--- src/rtl/array_div_pkg.sv ---
// array_div_stream shared types and constants.
// Widths, FSM states and saturation helpers.
package array_div_pkg;

   typedef enum logic [1:0] {IDLE, BUSY, DONE} state_t;

   localparam int N_DEF      = 15;
   localparam int W_DEF      = 27;
   localparam int FRAC_DEF   = 16;
   localparam int SIGNED_DEF = 0;

   localparam int Q     = W_DEF + FRAC_DEF;
   localparam int REM_W = W_DEF + 1;

   function automatic int q_w(input int w, input int frac);
      return w + frac;
   endfunction

   function automatic int rem_w(input int w);
      return w + 1;
   endfunction

   function automatic logic [63:0] max_pos(input int w, input int sgn);
      logic [63:0] one;
      one = 64'd1;
      return (sgn != 0) ? (one << (w - 1)) - one : (one << w) - one;
   endfunction

   function automatic logic [63:0] min_neg(input int w);
      logic [63:0] one;
      one = 64'd1;
      return one << (w - 1);
   endfunction

endpackage

--- src/rtl/array_div_if.sv ---
// Operand/result handshake bundle for array_div_stream.
// master = producer/consumer side, slave = divider.
interface array_div_if #(
   parameter int N = array_div_pkg::N_DEF,
   parameter int W = array_div_pkg::W_DEF
) ();
   logic                  in_valid;
   logic                  in_ready;
   logic [N-1:0][W-1:0]   dataa;
   logic [N-1:0][W-1:0]   datab;
   logic                  out_valid;
   logic                  out_ready;
   logic [N-1:0][W-1:0]   result;
   logic [N-1:0]          div_by_zero;
   logic [N-1:0]          overflow;

   modport master (
      output in_valid, dataa, datab, out_ready,
      input  in_ready, out_valid, result, div_by_zero, overflow
   );

   modport slave (
      input  in_valid, dataa, datab, out_ready,
      output in_ready, out_valid, result, div_by_zero, overflow
   );
endinterface

--- src/rtl/array_div_lane.sv ---
// One lane of the restoring divider: capture, shift/subtract,
// and final sign / saturation / divide-by-zero handling.
module array_div_lane
   import array_div_pkg::*;
#(
   parameter int W      = W_DEF,
   parameter int FRAC   = FRAC_DEF,
   parameter int SIGNED = SIGNED_DEF
) (
   input  logic         clk,
   input  logic         rst,
   input  logic         load,
   input  logic         step,
   input  logic         finish,
   input  logic [W-1:0] a,
   input  logic [W-1:0] b,
   output logic [W-1:0] result,
   output logic         dz,
   output logic         ov
);
   localparam int LQ  = q_w(W, FRAC);
   localparam int LRW = rem_w(W);

   localparam logic [63:0]   MAXP64 = max_pos(W, SIGNED);
   localparam logic [63:0]   MINN64 = min_neg(W);
   localparam logic [W-1:0]  MAXP   = MAXP64[W-1:0];
   localparam logic [W-1:0]  MINN   = MINN64[W-1:0];
   localparam logic [LQ-1:0] LIM_P  = LQ'(MAXP);
   localparam logic [LQ-1:0] LIM_N  = LQ'(MINN);

   logic [W-1:0]   mb;
   logic [W-1:0]   rem;
   logic [LQ-1:0]  qd;
   logic           sa, sb, bz;

   logic           a_neg, b_neg;
   logic [W-1:0]   amag, bmag;
   logic [LRW-1:0] rem_sh;
   logic           ge;
   logic [W-1:0]   rem_n;
   logic [LQ-1:0]  qd_n;
   logic [W-1:0]   res_c;
   logic           ov_c;

   // Operand magnitudes and one shift/subtract step.
   always_comb begin
      a_neg  = (SIGNED != 0) && a[W-1];
      b_neg  = (SIGNED != 0) && b[W-1];
      amag   = a_neg ? -a : a;
      bmag   = b_neg ? -b : b;
      rem_sh = {rem, qd[LQ-1]};
      ge     = rem_sh >= {1'b0, mb};
      rem_n  = ge ? W'(rem_sh - {1'b0, mb}) : rem_sh[W-1:0];
      qd_n   = {qd[LQ-2:0], ge};
   end

   // Sign, saturation and zero-divisor result from the final quotient.
   always_comb begin
      res_c = qd_n[W-1:0];
      ov_c  = 1'b0;
      if (bz) begin
         res_c = sa ? MINN : MAXP;
      end else if (sa ^ sb) begin
         if (qd_n > LIM_N) begin
            res_c = MINN;
            ov_c  = 1'b1;
         end else begin
            res_c = -qd_n[W-1:0];
         end
      end else if (qd_n > LIM_P) begin
         res_c = MAXP;
         ov_c  = 1'b1;
      end
   end

   // Dividend bits shift out of qd while quotient bits shift in.
   always_ff @(posedge clk) begin
      if (rst) begin
         mb     <= '0;
         rem    <= '0;
         qd     <= '0;
         sa     <= 1'b0;
         sb     <= 1'b0;
         bz     <= 1'b0;
         result <= '0;
         dz     <= 1'b0;
         ov     <= 1'b0;
      end else begin
         if (load) begin
            mb  <= bmag;
            rem <= '0;
            qd  <= LQ'(amag) << FRAC;
            sa  <= a_neg;
            sb  <= b_neg;
            bz  <= (b == '0);
         end else if (step) begin
            rem <= rem_n;
            qd  <= qd_n;
         end
         if (finish) begin
            result <= res_c;
            dz     <= bz;
            ov     <= ov_c;
         end
      end
   end

endmodule

--- src/rtl/array_div_stream.sv ---
// N-lane iterative fixed-point divider with valid/ready handshakes.
// Shared FSM and bit counter drive lockstep lane datapaths.
module array_div_stream
   import array_div_pkg::*;
#(
   parameter int N      = N_DEF,
   parameter int W      = W_DEF,
   parameter int FRAC   = FRAC_DEF,
   parameter int SIGNED = SIGNED_DEF
) (
   input  logic        clk,
   input  logic        rst,
   input  logic        en,
   array_div_if.slave  bus
);
   localparam int LQ = q_w(W, FRAC);
   localparam int CW = (LQ > 1) ? $clog2(LQ) : 1;

   state_t        state, nstate;
   logic [CW-1:0] cnt;
   logic          load, step, fin, rdy;

   // Next state and per-cycle lane strobes.
   always_comb begin
      nstate = state;
      rdy    = 1'b0;
      load   = 1'b0;
      step   = 1'b0;
      fin    = 1'b0;
      unique case (state)
         IDLE: begin
            rdy = 1'b1;
            if (en && bus.in_valid) begin
               load   = 1'b1;
               nstate = BUSY;
            end
         end
         BUSY: begin
            step = en;
            if (en && cnt == '0) begin
               fin    = 1'b1;
               nstate = DONE;
            end
         end
         DONE: begin
            rdy = bus.out_ready;
            if (en && bus.out_ready) begin
               if (bus.in_valid) begin
                  load   = 1'b1;
                  nstate = BUSY;
               end else begin
                  nstate = IDLE;
               end
            end
         end
         default: nstate = IDLE;
      endcase
   end

   // State register and iteration counter; frozen while en is low.
   always_ff @(posedge clk) begin
      if (rst) begin
         state <= IDLE;
         cnt   <= '0;
      end else if (en) begin
         state <= nstate;
         if (load) begin
            cnt <= CW'(LQ - 1);
         end else if (step && cnt != '0) begin
            cnt <= cnt - 1'b1;
         end
      end
   end

   assign bus.in_ready  = rdy;
   assign bus.out_valid = (state == DONE);

   logic [N-1:0][W-1:0] res;
   logic [N-1:0]        dzv, ovv;

   for (genvar i = 0; i < N; i++) begin : g_lane
      array_div_lane #(
         .W      (W),
         .FRAC   (FRAC),
         .SIGNED (SIGNED)
      ) u_lane (
         .clk    (clk),
         .rst    (rst),
         .load   (load),
         .step   (step),
         .finish (fin),
         .a      (bus.dataa[i]),
         .b      (bus.datab[i]),
         .result (res[i]),
         .dz     (dzv[i]),
         .ov     (ovv[i])
      );
   end

   assign bus.result      = res;
   assign bus.div_by_zero = dzv;
   assign bus.overflow    = ovv;

endmodule
--- src/flat_wrapper.sv ---
// flat-port wrapper written by rule: the top's interface ports become plain ports
module array_div_stream_flat import array_div_pkg::*;
#(
   parameter int N      = N_DEF,
   parameter int W      = W_DEF,
   parameter int FRAC   = FRAC_DEF,
   parameter int SIGNED = SIGNED_DEF
)
  (clk, rst, en, bus_in_valid, bus_dataa, bus_datab, bus_out_ready, bus_in_ready, bus_out_valid, bus_result, bus_div_by_zero, bus_overflow);
  array_div_if #(.N(N), .W(W)) bus_i ();
  input  logic clk;
  input  logic rst;
  input  logic en;
  input wire logic [$bits(bus_i.in_valid)-1:0] bus_in_valid;
  input wire logic [$bits(bus_i.dataa)-1:0] bus_dataa;
  input wire logic [$bits(bus_i.datab)-1:0] bus_datab;
  input wire logic [$bits(bus_i.out_ready)-1:0] bus_out_ready;
  output wire logic [$bits(bus_i.in_ready)-1:0] bus_in_ready;
  output wire logic [$bits(bus_i.out_valid)-1:0] bus_out_valid;
  output wire logic [$bits(bus_i.result)-1:0] bus_result;
  output wire logic [$bits(bus_i.div_by_zero)-1:0] bus_div_by_zero;
  output wire logic [$bits(bus_i.overflow)-1:0] bus_overflow;
  assign bus_i.in_valid = bus_in_valid;
  assign bus_i.dataa = bus_dataa;
  assign bus_i.datab = bus_datab;
  assign bus_i.out_ready = bus_out_ready;
  assign bus_in_ready = bus_i.in_ready;
  assign bus_out_valid = bus_i.out_valid;
  assign bus_result = bus_i.result;
  assign bus_div_by_zero = bus_i.div_by_zero;
  assign bus_overflow = bus_i.overflow;
  array_div_stream #(.N(N), .W(W), .FRAC(FRAC), .SIGNED(SIGNED)) u_core (.clk(clk), .rst(rst), .en(en), .bus(bus_i));
endmodule
--- config.mk ---
export PLATFORM = sky130hd
export DESIGN_NAME = array_div_stream_flat
export DESIGN_NICKNAME = d
export VERILOG_FILES = /design/src/rtl/array_div_pkg.sv /design/src/rtl/array_div_if.sv /design/src/rtl/array_div_lane.sv /design/src/rtl/array_div_stream.sv /design/src/flat_wrapper.sv
export SDC_FILE = /design/constraint.sdc
export NUM_CORES = 2
export LEC_CHECK = 0
export ABC_CLOCK_PERIOD_IN_PS = 9670
export CELL_PAD_IN_SITES_DETAIL_PLACEMENT = 1
export CELL_PAD_IN_SITES_GLOBAL_PLACEMENT = 2
export CORE_UTILIZATION = 37
export CTS_BUF_LIST = sky130_fd_sc_hd__clkbuf_16
export CTS_CLUSTER_SIZE = 14
export DETAILED_ROUTE_END_ITERATION = 8
export PLACE_DENSITY_LB_ADDON = 0.1
export SLEW_MARGIN = 0
export SYNTH_ARGS = -nofsm -noshare
export SYNTH_HDL_FRONTEND = slang
export SYNTH_HIERARCHICAL = 1
export SYNTH_SLANG_ARGS = --single-unit
--- constraint.sdc ---
create_clock -name clk -period 9.67 [get_ports clk]
set_clock_uncertainty 0.05 [all_clocks]
set_input_delay 0.967 -clock clk [delete_from_list [all_inputs] [get_ports clk]]
set_output_delay 0.967 -clock clk [all_outputs]
set_load 0.02 [all_outputs]
---- Yosys cells after proc, flatten, opt, wreduce, memory -nomap -nowiden ----
Cells that the tools add are included.
storage, ports and cells
  word-level logic and storage cells ...... 320
  register bits ........................... 1913
  output and inout bits ................... 437
operators by class
  muxes and demuxes ....................... 120
  equality and inequality tests ........... 5
  reduce and logical (&&, ||, !) cells .... 27
  order comparisons ....................... 30
  add/subtract/negate cells ............... 16
operator list
  cell                                                                     number
  43-bit two-way mux                                                       30
  27-bit two-way mux                                                       45
  43-bit by 27-bit > comparator with 1-bit output, second input constant   15
  28-bit by 27-bit >= comparator with 1-bit output                         15
  27-bit zero test                                                         15
  27-bit subtractor                                                        15
  1-bit two-way mux                                                        37
  6-bit two-way mux                                                        2
  6-bit zero test                                                          1
  2-bit two-way mux                                                        3
  2-bit by 1-bit inequality test with 1-bit output, second input constant  3
  2-bit case mux with 3 select lines                                       1
  6-bit nonzero test                                                       1
  6-bit by 1-bit subtractor with 6-bit output, second input constant       1
  1-bit logical AND                                                        4
  1-bit case mux with 2 select lines                                       2
  4-bit AND reduction                                                      1
  2-bit nonzero test                                                       2
  2-bit by 1-bit == test with 1-bit output, second input constant          1
  2-bit == test, second input constant                                     1
  2-bit zero test                                                          1
  2-bit AND reduction                                                      1
  2-bit OR reduction                                                       1

---- Depth between registers and ports, before layout ----
  depth in word-level cells ............... 5
  depth in mapped cells ................... 13

---- Modules after synthesis ----
Netlist, hierarchy kept.
by module, submodules not included
  module                                         cells each  instances  area an instance (µm²)
  array_div_lane at u_core.g_lane[0].u_lane ...  754         13         6483.7
  array_div_lane at u_core.g_lane[5].u_lane ...  785         2          6439.9
  array_div_stream                               54          1          460.4

---- Least setup slack after synthesis ----
No wires, ideal clock.
  path type ............................... input -> register
  from .................................... input en
  to ...................................... register u_core.g_lane[0].u_lane.result[10]
  setup slack ............................. 5.652 ns
  path buffers ............................ 2
  stages .................................. 6
  data required time ...................... 9.501 ns
  arrival time ............................ 3.850 ns
  path through ............................ nand3b_1 > nor2_1 > or3b_2 > clkbuf_1 > clkbuf_1 > o221a_2
on the way
  word-level cells in the longest chain between the ends .. 3
RTL lines
  item                  line                    source
  start, declared       flat_wrapper.sv:13      input logic en;
  1-bit logical AND     array_div_stream.sv:40  if (en && cnt == '0) begin
  1-bit two-way mux     array_div_stream.sv:40
  1-bit two-way mux     array_div_stream.sv:30  unique case (state)
  net u_core.fin        array_div_stream.sv:21  logic load, step, fin, rdy;
  end signal, assigned  array_div_lane.sv:101   result <= res_c;
  end, declared         array_div_lane.sv:17    output logic [W-1:0] result,
The timed path passes the listed nets, and every way through them passes these cells.
A chain may end at the register's enable or synchronous reset.

---- Worst setup path after layout ----
  from .................................... input en
  to ...................................... register u_core.g_lane[8].u_lane.bz
on the way
  word-level cells in the longest chain between the ends .. 3
  elaborated cells on any way between the ends .. 5
  classes of those cells .................. mux (3); reduce/logical (2)
RTL lines
  item                                    line                                            source
  1-bit logical AND (on tied branches)    array_div_stream.sv:47, array_div_stream.sv:33
  1-bit two-way mux (on tied branches)    array_div_stream.sv:47, array_div_stream.sv:33
  1-bit case mux with 2 select lines (*)  array_div_stream.sv:30
  net u_core.load                         array_div_stream.sv:21
  end signal, assigned                    array_div_lane.sv:95                            bz <= (b == '0);
  end, declared                           array_div_lane.sv:34                            logic sa, sb, bz;
The timed path passes the listed nets; every way through them passes the cells marked *.

==> impl_metrics.ini <==
[run_status]
status = finished, final reports clean

[floorplanning]
floorplan.core_area_mm2 = 0.262
die_width_um = 516
die_height_um = 516
rows = 188
floorplan.die_area_mm2 = 0.266
number_of_ports_placed_on_the_die_boundary = 1252
initial_utilization_pct = 37.2

[min_path]
min_path_cells = 2
hold_path_class = reg2reg

[grt]
use_met1_pct = 32.6
grt_util_met3_pct = 6.27
grt_max_degree = 150
antenna_violations_before_repair = 145
grt_first_pass_wirelength_mm = 557
busiest_layer = met2
globalRoute.totalOverflow = 0
total_grt_usage_pct = 26.5
global_route.usage.met2_pct = 45.0
grt_pass1_vias = 91300

[sta]
timing.final.crit_share_pct = 44.8
clock.fmax_mhz = 231
max_slew_margin_pct = 16.3
hold_vio_cnt_final = 0
rsz0062_at_grt = false
timing.hold.ws_ps = 422
fin_tns_setup_ps = 0
report.final.slew_viol_count = 0
final-setup-viol-count = 0
max_slew.worst_pin.slew_ps = 1250
final_critical_path_time_including_i_o_delays_and_setup_ps = 4340

[synth]
synth_xor_area_share_pct = 1.82
synthArstFlopShare_pct = 0
ys_seq_area_share_pct = 39.2
synth_adder_area_share_pct = 5.52
gate_count_post_synth = 11400
ys_warn_count = 6
yosys_most_used_dff = sky130_fd_sc_hd__dfxtp_1
post_synth_mux_area_share_pct = 11.2
compound_cell_area_share_of_the_yosys_netlist_pct = 20.1
cell_variety_after_synth = 86
syn_nets = 12700
postSynthRegisterBits = 1913
synth_edf_count = 0
syn_avg_cell_area_um2 = 8.54
synth_simple_gate_area_share_pct = 17.2
synth_top_family_by_area = compound AO/OA/AOI/OAI gates
mappedNetlistArea_mm2 = 0.0976

[drt]
detail_route.drc_violations = 0
post_route_wl_mm = 368
first_pass_iters = 8
detailroute.via_count = 89100
initial_drc_count = 4590
avg_wl_per_cell_um = 22.9
vias_per_cell = 5.54
ant_nets = 0

[worst_setup_path]
critical_path_required_ps = 10410
setup_crit_end_kind = flip-flop
startpoint_type = input pin
crit_path_max_fanout = 136
criticalPathCategory = in2reg
worst_ep_arrival_time_ps = 5070
r2r_cells = 11

[pwr]
power.share.clock_pct = 37.6
vdd.ir_drop.worst_mv = 0.177
net-switching-power_uw = 7070
cellPowerDensity_mw_per_mm2 = 185
comb_power_share_pct = 24.2
power_leakage_uw = 0.0451
power.share.switching_pct = 31.9
power.internal_uw = 15100
seq_power_share_pct = 38.2

[final_layout]
post_route_cells_drive_above_1_share_pct = 7.63
commonest_non_fill_non_tap_cell_in_the_layout = sky130_fd_sc_hd__nor2_1
areaGrowthSynthToFinish_pct = 22.9
layout.nets = 13600
fillers = 30400
top_library_cells_by_usage_in_the_layout_fill_and_taps_aside = sky130_fd_sc_hd__nor2_1 (2017), sky130_fd_sc_hd__dfxtp_1 (1913), sky130_fd_sc_hd__clkdlybuf4s50_1 (1250)

[clock_network]
tritoncts.num_buffers = 222
cts_tree = built
cts_max_path_buffers = 3
post_cts_hold_buffer_count = 0
cts_num_sinks = 1913
post_cts_resized = 0
clk-insertion-delay-late_ps = 870
cts_htree_levels = 4
post_cts_buffers = 0
cts_root_buffer = sky130_fd_sc_hd__clkbuf_16
clock_pin_slew_on_the_worst_setup_and_hold_paths_ps = 60

[placed_design]
globalplace.congestion = 0.874
detailed_place_hpwl_mm = 273
place.port_buffers = 1251

[job]
max-cap-violations = 0
-- worst max-delay path: stages --
cell,delay [ps]
sky130_fd_sc_hd__clkdlybuf4s50_1,600
sky130_fd_sc_hd__nand2_1,130
sky130_fd_sc_hd__a211oi_4,410
sky130_fd_sc_hd__buf_12,370
sky130_fd_sc_hd__buf_12,520
sky130_fd_sc_hd__buf_4,960
sky130_fd_sc_hd__nor4b_1,330
sky130_fd_sc_hd__nand4_1,140
sky130_fd_sc_hd__o21ai_0,160
-- registers in the layout, indices dropped and copies added (netlist names) --
register and cells:
u_core/state 2, u_core/cnt 6, u_core/g_lane.u_lane/dz 15, u_core/g_lane.u_lane/result 405, u_core/g_lane.u_lane/ov 15, u_core/g_lane.u_lane/qd 645, u_core/g_lane.u_lane/bz 15, u_core/g_lane.u_lane/rem 405
u_core/g_lane.u_lane/mb 405
-- kinds of logic (layout without fill, tap and decap cells) --
group                    after synthesis  after routing
flip-flops                          1913           1913
multiplexers                        1094           1094
AND/OR/NAND/NOR                     3726           3726
other                                  0             72
AO/OA/AOI/OAI                       2887           2887
XOR/XNOR                             203            203
buffers and inverters               1181           2258
adder cells (fa/ha/maj)              422            422
-- per-stage QoR --
step | util [%] | instances | area, um2 | worst slack, ps | power, uW
finish | 45.7 | 16100 | 120000 | 5330 | 22100
global route | 45.7 | 16100 | 120000 | 5150 | 23200
CTS | 45.7 | 16000 | 120000 | 5390 | 22400
detailed placement | 43.0 | 15600 | 113000 | 4620 | 14000
global placement | 43.0 | 15600 | 113000 | 4740 | 13900
floorplan | - | 11400 | 97600 | 5650 | 12200
-- layout make-up --
class	instances	area (um2)	area share, %
Inverter	505	1900	1.59
Timing Repair Buffer	1346	13500	11.2
Multi-Input combinational cell	8332	54600	45.5
Tap cell	3515	4400	3.67
Sequential cell	1913	38300	31.9
Clock buffer	229	5730	4.78
Clock inverter	178	1360	1.13
Antenna cell	72	180	0.150
-- worst paths after layout --
kind / startpoint / slack (ps) / end
min: u_core/g_lane[5].u_lane/ov / 420 / u_core/g_lane[5].u_lane/ov
min reg2reg: u_core/g_lane[5].u_lane/ov / 420 / u_core/g_lane[5].u_lane/ov
max reg2reg: u_core/g_lane[8].u_lane/qd[42] / 5440 / u_core/g_lane[8].u_lane/rem[23]
max: en / 5330 / u_core/g_lane[8].u_lane/bz
-- synth_stat cells (all sizes together), types with 26 or more instances --
cell type	n	area (um2)
nor2	2035	7660
dfxtp	1913	38300
a21oi	1108	5650
mux2i	1094	11000
nand2	563	2120
o21ai	504	2520
inv	492	1850
clkbuf	480	1800
ha	407	5090
o221a	351	3950
buf	195	1050
a31oi	190	1470
nor4	188	1180
nor3	170	866
xnor2	144	1260
nand3	130	676
nand4	127	795
a211oi	117	893
a21o	114	858
and3	95	594
o21a	85	654
or3	83	519
o211ai	75	563
nor2b	72	450
nand2b	60	375
xor2	59	517
o2111ai	52	455
or2	45	282
a311oi	41	359
nor4b	41	359
a41oi	30	278
or3b	28	245
o311ai	26	228
-- per-layer routing --
metal  part of all wire, %  routed length, um
met1                    43             157000
met2                    48             177000
met3                   5.9              21800
met4                   3.1              11600
met5                  0.18                655
-- power groups by stage --
stage,registers [uW],clock network [uW],logic (uW)
5_1_grt,8500,8870,5870
3_5_place_dp,8640,0,5320
6_report,8470,8320,5360
2_1_floorplan,8630,0,3600
4_1_cts,8470,8540,5360
3_3_place_gp,8620,0,5230
Note: power is estimated with default switching activity, not from simulation.
